--- config.mk ---
export PLATFORM = sky130hd
export DESIGN_NAME = iob_rr_merge
export DESIGN_NICKNAME = d
export VERILOG_FILES = /design/src/rtl/iob_rr_merge_pkg.sv /design/src/rtl/iob_rr_arbiter.sv /design/src/rtl/iob_rr_merge.sv
export SDC_FILE = /design/constraint.sdc
export NUM_CORES = 1
export LEC_CHECK = 0
export ABC_AREA = 1
export CAP_MARGIN = 15
export CORE_AREA = 3 3 118 120
export DETAILED_ROUTE_END_ITERATION = 8
export DIE_AREA = 0 0 121 123
export DONT_BUFFER_PORTS = 1
export HOLD_SLACK_MARGIN = 0.05
export PLACE_DENSITY = 0.3
export SYNTH_ARGS = -nofsm -noshare
export SYNTH_HDL_FRONTEND = slang
export SYNTH_SLANG_ARGS = --single-unit
--- constraint.sdc ---
create_clock -name clk -period 1.2 [get_ports clk]
set_input_delay 0.12 -clock clk [delete_from_list [all_inputs] [get_ports clk]]
set_output_delay 0.12 -clock clk [all_outputs]
set_load 0.1 [all_outputs]
--- src/rtl/iob_rr_merge_pkg.sv ---
// Shared constants and helpers for the IOb many-to-one merger.
// Request layout  : {valid, address, wdata, wstrb}  (valid is the MSB)
// Response layout : {rdata, ready}                  (ready is the LSB)
package iob_rr_merge_pkg;

  localparam int IOB_ADDR_W = 32;
  localparam int IOB_DATA_W = 32;

  // FSM encoding
  localparam logic [0:0] ST_IDLE = 1'b0;
  localparam logic [0:0] ST_BUSY = 1'b1;

  // Width of one packed request slice
  function automatic int req_w(input int addr_w, input int data_w);
    return 1 + addr_w + data_w + data_w / 8;
  endfunction

  // Width of one packed response slice
  function automatic int resp_w(input int data_w);
    return data_w + 1;
  endfunction

endpackage

--- src/rtl/iob_rr_arbiter.sv ---
// Combinational arbiter for the IOb merger.
// Default build: round-robin, search starts at ptr+1 and wraps.
// With IOB_MERGE_FIXED_PRIO_EN defined: lowest eligible index wins, ptr ignored.
// A master flagged in `exclude` never wins (the one completing this cycle).
module iob_rr_arbiter
  import iob_rr_merge_pkg::*;
#(
  parameter int N = 2
) (
  input  logic [N-1:0]          req,
  input  logic [N-1:0]          exclude,
  input  logic [$clog2(N)-1:0]  ptr,
  output logic [$clog2(N)-1:0]  win,
  output logic                  any
);

  localparam int SEL_W = $clog2(N);

  logic [N-1:0] eligible;

  for (genvar gi = 0; gi < N; gi++) begin : g_elig
    assign eligible[gi] = req[gi] & ~exclude[gi];
  end

`ifdef IOB_MERGE_FIXED_PRIO_EN
  logic unused_ptr;
  assign unused_ptr = ^ptr;

  // Scan from the highest index down so the lowest eligible index is written last
  always_comb begin
    win = '0;
    any = 1'b0;
    for (int k = N - 1; k >= 0; k--) begin
      if (eligible[k]) begin
        win = SEL_W'(k);
        any = 1'b1;
      end
    end
  end
`else
  int               idx;
  logic [SEL_W-1:0] idx_sel;

  // Scan the rotated order backwards so the first candidate after ptr is written last
  always_comb begin
    win     = '0;
    any     = 1'b0;
    idx     = 0;
    idx_sel = '0;
    for (int k = N; k >= 1; k--) begin
      idx     = (int'(ptr) + k) % N;
      idx_sel = SEL_W'(idx);
      if (eligible[idx_sel]) begin
        win = idx_sel;
        any = 1'b1;
      end
    end
  end
`endif

endmodule

--- src/rtl/iob_rr_merge.sv ---
// IOb native bus merger: N_MASTERS request buses onto one slave bus.
// The granted master's request is forwarded; the slave's ready is routed
// back only to that master while rdata is broadcast to every slice.
// Optional macro IOB_MERGE_FIXED_PRIO_EN switches the arbiter to fixed priority.
module iob_rr_merge
  import iob_rr_merge_pkg::*;
#(
  parameter int N_MASTERS = 2,
  parameter int ADDR_W    = IOB_ADDR_W,
  parameter int DATA_W    = IOB_DATA_W
) (
  input  logic                                          clk,
  input  logic                                          rst,
  input  logic [N_MASTERS*req_w(ADDR_W, DATA_W)-1:0]    m_req,
  output logic [N_MASTERS*resp_w(DATA_W)-1:0]           m_resp,
  output logic [req_w(ADDR_W, DATA_W)-1:0]              s_req,
  input  logic [resp_w(DATA_W)-1:0]                     s_resp,
  output logic [$clog2(N_MASTERS)-1:0]                  sel,
  output logic                                          busy
);

  localparam int REQ_W  = req_w(ADDR_W, DATA_W);
  localparam int RESP_W = resp_w(DATA_W);
  localparam int SEL_W  = $clog2(N_MASTERS);
  localparam logic [SEL_W-1:0] LAST_IDX = SEL_W'(N_MASTERS - 1);

  logic [0:0]           state_reg, state_next;
  logic [SEL_W-1:0]     sel_reg, sel_next;
  logic [SEL_W-1:0]     last_grant_reg, last_grant_next;

  logic [REQ_W-1:0]     req_arr [N_MASTERS];
  logic [N_MASTERS-1:0] valid_vec;
  logic [N_MASTERS-1:0] exclude_vec;
  logic [SEL_W-1:0]     win_idx;
  logic                 win_any;

  logic                 s_ready;
  logic [DATA_W-1:0]    s_rdata;
  logic                 in_busy;

  assign s_ready = s_resp[0];
  assign s_rdata = s_resp[RESP_W-1 -: DATA_W];
  assign in_busy = (state_reg == ST_BUSY);

  // Per-master unpacking, exclusion of the completing master, response demux.
  // ready is masked during rst so a slave ready coinciding with reset is dropped.
  for (genvar gi = 0; gi < N_MASTERS; gi++) begin : g_master
    assign req_arr[gi]     = m_req[gi*REQ_W +: REQ_W];
    assign valid_vec[gi]   = req_arr[gi][REQ_W-1];
    assign exclude_vec[gi] = in_busy && s_ready && (sel_reg == SEL_W'(gi));
    assign m_resp[gi*RESP_W +: RESP_W] =
      {s_rdata, in_busy && s_ready && !rst && (sel_reg == SEL_W'(gi))};
  end

  iob_rr_arbiter #(
    .N (N_MASTERS)
  ) u_arbiter (
    .req     (valid_vec),
    .exclude (exclude_vec),
    .ptr     (last_grant_reg),
    .win     (win_idx),
    .any     (win_any)
  );

  // Arbitrate when idle or when the current transfer completes; sel keeps the last grant
  always_comb begin
    state_next      = state_reg;
    sel_next        = sel_reg;
    last_grant_next = last_grant_reg;
    if (!in_busy || s_ready) begin
      if (win_any) begin
        state_next      = ST_BUSY;
        sel_next        = win_idx;
        last_grant_next = win_idx;
      end else begin
        state_next      = ST_IDLE;
      end
    end
  end

  // Grant and pointer registers; reset makes master 0 the first round-robin winner
  always_ff @(posedge clk) begin
    if (rst) begin
      state_reg      <= ST_IDLE;
      sel_reg        <= '0;
      last_grant_reg <= LAST_IDX;
    end else begin
      state_reg      <= state_next;
      sel_reg        <= sel_next;
      last_grant_reg <= last_grant_next;
    end
  end

  // Forward only the granted request; nothing reaches the slave without a grant
  always_comb begin
    s_req = '0;
    if (in_busy) begin
      s_req = req_arr[sel_reg];
    end
  end

  assign busy = in_busy;
  assign sel  = sel_reg;

endmodule
Word-level counts from Yosys, hierarchy flattened:

Cells that the tools add are included.

* register bits: 3
* bits of input ports: 173
* output and inout bits: 137
* word-level logic and storage cells: 37

* bitwise logic cells: 6
* $lt $le $gt $ge: 3
* reduce and logical (&&, ||, !) cells: 10
* multiplexer cells: 13
* add/sub/neg operators: 2

Operators by type and width (number)
* 2-to-1 mux 69 bit: 4
* 2-to-1 mux 1 bit: 9
* logical AND 1 bit: 6
* < comparator 1 x 2 -> 1 bit, second input constant: 2
* NOT 1 bit: 3
* adder 1 bit, second input constant: 2
* AND 1 bit: 2
* greater-or-equal comparator 2 bit, second input constant: 1
* zero test 1 bit: 2
* NOT 1 -> 2 bit: 1
* AND reduction 2 bit: 1
* logical OR 1 bit: 1

Depth between registers and ports, before layout:

* depth in word-level cells: 9
* depth in mapped cells: 8
* depth with buffers taken out: 7

Modules after synthesis:

A second synthesis with hierarchy kept.

* cell total of the unflattened synthesis: 319
* area, all modules: 1654.1 µm²

Modules (own cells, without submodules)
* iob_rr_merge: seq. area each 60.1 µm², cells an instance 311, times used 1, area an instance 1621.6 µm²
* iob_rr_arbiter: seq. area each 0.0 µm², cells an instance 8, times used 1, area an instance 32.5 µm²

Worst setup path before layout:

No wires, ideal clock.

* path kind: register to output
* start: register state_reg, in the netlist busy
* end: output port s_req[10]
* setup slack: -1.682 ns
* buffers on the path: 2
* arrival time: 2.762 ns
* data required time: 1.080 ns
* stages on the path, launching flop included: 5
* path through: dfxtp_1 -> buf_6 -> clkbuf_1 -> o21ai_0 -> nor2_1

* cells in the longest elaborated chain, start to end: 1

Ends and longest elaborated chain
* from (decl): line iob_rr_merge.sv:27 `logic [0:0] state_reg, state_next;`
* from (signal assigned): line iob_rr_merge.sv:88 `state_reg <= state_next;`
* 2-to-1 mux 69 bit: line iob_rr_merge.sv:97 `if (in_busy) begin`
* to (decl): line iob_rr_merge.sv:16 `output logic [req_w(ADDR_W, DATA_W)-1:0] s_req,`

Every way passes these cells.

Worst setup path after layout:

* start: register state_reg, in the netlist busy
* end: output port s_req[48]

The elaborated chain is that of the path after synthesis.

==> flow_metrics.env <==
export IMPL_timing_slew_headroom_pct=82.8
export IMPL_vias=2062
export IMPL_track_usage_pct=9.74
export IMPL_finalMaxSlewViolations=0
export IMPL_wl_per_cell_um=16.1
export IMPL_synth_cell_types=17
export IMPL_area_delta_synth_final_pct=140
export IMPL_route_top_layer_used="met4"
export IMPL_avgSynthCellArea_um2=5.22
export IMPL_drive_gt1_share_pct=70.3
export IMPL_rsz0062_at_grt="yes"
export IMPL_setup_viol=76
export IMPL_core_um2=13100
export IMPL_fp_row_count=42
export IMPL_critPathLaunchType="flip-flop"
export IMPL_clockBufferDepth=2
export IMPL_cts_clk_slew_worst_paths_ns=0.03
export IMPL_start_util_pct=12.7
export IMPL_status="finished, violations left"
export IMPL_wl_met1_mm=2.59
export IMPL_clock_latency_ns=0.22
export IMPL_drc_errors=0
export IMPL_die_width_um=121
export IMPL_crit_fanout=7
export IMPL_cts_htree_levels=1
export IMPL_p_leak_uw=0.00143
export IMPL_place_inst=503
export IMPL_ys_seq_area_share_pct=3.61
export IMPL_syn_nets=492
export IMPL_cp_arrival_ns=1.33
export IMPL_die_area_um2=14900
export IMPL_synthesis_area_um2=1670
export IMPL_grt_ovfl_total=0
export IMPL_cp_required_ns=1.08
export IMPL_antenna_found_initial=0
export IMPL_min_period_ns=1.45
export IMPL_cts_root_buf="clkbuf_16"
export IMPL_clock_fmax_ghz=0.687
export IMPL_fill_cells=1356
export IMPL_grt_pass1_vias=2159
export IMPL_end_kind="output port"
export IMPL_diodes=0
export IMPL_clock_sinks=3
export IMPL_hold_viol_final=0
export IMPL_hp_class="in2reg"
export IMPL_wl_met2_mm=4.62
export IMPL_multiInputGateArea_um2=1720
export IMPL_synth_warnings=0
export IMPL_first_iter_violations=28
export IMPL_tightest_slew_ns=0.256
export IMPL_drv_cap=0
export IMPL_io_pins=310
export IMPL_fin_util_pct=30.6
export IMPL_finalClockSkew_ns=0.00218
export IMPL_cts_tree="yes"
export IMPL_powerDensity_nw_per_um2=1000
export IMPL_synth_seq_cells=3
export IMPL_post_route_period_util_pct=121
export IMPL_finalNonFillerCells=513
export IMPL_viasPerCell=4.02
export IMPL_grt_pass1_wl_mm=11.6
export IMPL_port_buffers=0
export IMPL_die_y_um=123
export IMPL_dp_hpwl_mm=6.45
export IMPL_syn_inst=319
export IMPL_place_gp_congestion=0.657
export IMPL_wl_met3_um=903
export IMPL_crit_type="reg2out"
export IMPL_layout_setup_ws_ns=-0.255
export IMPL_regArea_um2=67.6
export IMPL_dr_pass1_iters=4
export IMPL_grt_max_degree=38
export IMPL_fin_nets=511
export IMPL_ir_drop_uv=279
export IMPL_ant_nets=0
export IMPL_cts_buffers=3
export IMPL_violations="setup timing"
export IMPL_wl_mm=8.23
## area by class of cell
| class | instances | share of cell area [%] |
|---|---|---|
| Tap cell | 176 | 5.50 |
| Sequential cell | 3 | 1.69 |
| Timing Repair Buffer | 101 | 47.4 |
| Inverter | 5 | 0.594 |
| Multi-Input combinational cell | 224 | 42.8 |
| Clock buffer | 4 | 1.97 |
## cells by family (layout without fill, tap and decap cells)
| group | after synthesis | in the layout | synth area share, % |
|---|---|---|---|
| AO/OA/AOI/OAI | 71 | 71 | 21.6 |
| flip-flops | 3 | 3 | 3.61 |
| buffers and inverters | 92 | 110 | 38.8 |
| AND/OR/NAND/NOR | 153 | 153 | 36.0 |
## placed cells by master (no fill, tap or decap), drive strengths merged
cell / Yosys / routed
nor2: 142 / 142
buf: 76 / 95
o21ai: 70 / 70
clkbuf: 11 / 9
nand2: 7 / 7
inv: 5 / 5
nand3: 4 / 4
dfxtp: 3 / 3
a21oi: 1 / 1
dlygate4sd3: 0 / 1
## synthesized netlist by cell type
master	number	area share (%)
a21oi_2	1	0.53
buf_2	6	1.8
buf_4	65	29
buf_6	5	3.4
clkbuf_1	5	1.1
clkbuf_2	6	1.8
dfxtp_1	3	3.6
inv_1	3	0.68
inv_2	1	0.23
inv_6	1	0.53
nand2_1	3	0.68
nand2_2	4	1.5
nand3_1	2	0.60
nand3_2	2	1.2
nor2_1	142	32
o21ai_0	65	20
o21ai_1	5	1.5
## metrics by stage
| step | cell area [um2] | total power, uW | setup TNS [ns] | hold WS [ns] | setup WS [ns] |
|---|---|---|---|---|---|
| 3_3_place_gp | 3540 | 3300 | -0.746 | 0.193 | -0.0437 |
| 3_5_place_dp | 3540 | 3310 | -1.28 | 0.188 | -0.0662 |
| 5_1_grt | 4010 | 4150 | -20.20 | 0.169 | -0.312 |
| 2_1_floorplan | 2270 | 3260 | -30.35 | 0.173 | -0.441 |
| 6_report | 4010 | 4010 | -15.72 | 0.115 | -0.255 |
| 4_1_cts | 3800 | 3950 | -16.71 | 0.133 | -0.281 |
## worst paths after layout
| path | end | from | depth (start not counted) | slack, ns |
|---|---|---|---|---|
| max reg2reg | sel | sel | 7 | -0.07 |
| max | s_req[48] | busy | 5 | -0.25 |
| min reg2reg | last_grant_reg | last_grant_reg | 2 | 0.49 |
| min | busy | m_req[68] | 4 | 0.12 |
## routing by layer
metal	vias up	track usage (%)
met5	-	0
met4	0	2.90
met3	12	3.34
met2	128	19.1
met1	935	9.58
li1	987	-
## where the power goes
group | total, uW | switching (uW) | leakage [uW] | internal (uW)
clock network | 521 | 82.9 | 0.0000382 | 438
logic | 3360 | 2170 | 0.00137 | 1190
registers | 133 | 23.2 | 0.0000261 | 109
## repair_timing
action / 4_1_cts / 5_1_grt
hold endpoints to repair: 2 / 0
resized for setup: 48 / 52
setup buffers: 2 / 2
cloned: 2 / 5
pin swaps: 1 / 24
hold buffers: 1 / 0
setup endpoints to repair: 75 / 76
## worst max-delay path, cell delays in order, from the launching register on
cell and delay (ns):
dfxtp_4 0.45, buf_12 0.16, buf_12 0.13, o21ai_2 0.07, nor2_4 0.12, buf_12 0.18
Note: power is estimated with default switching activity, not from simulation.
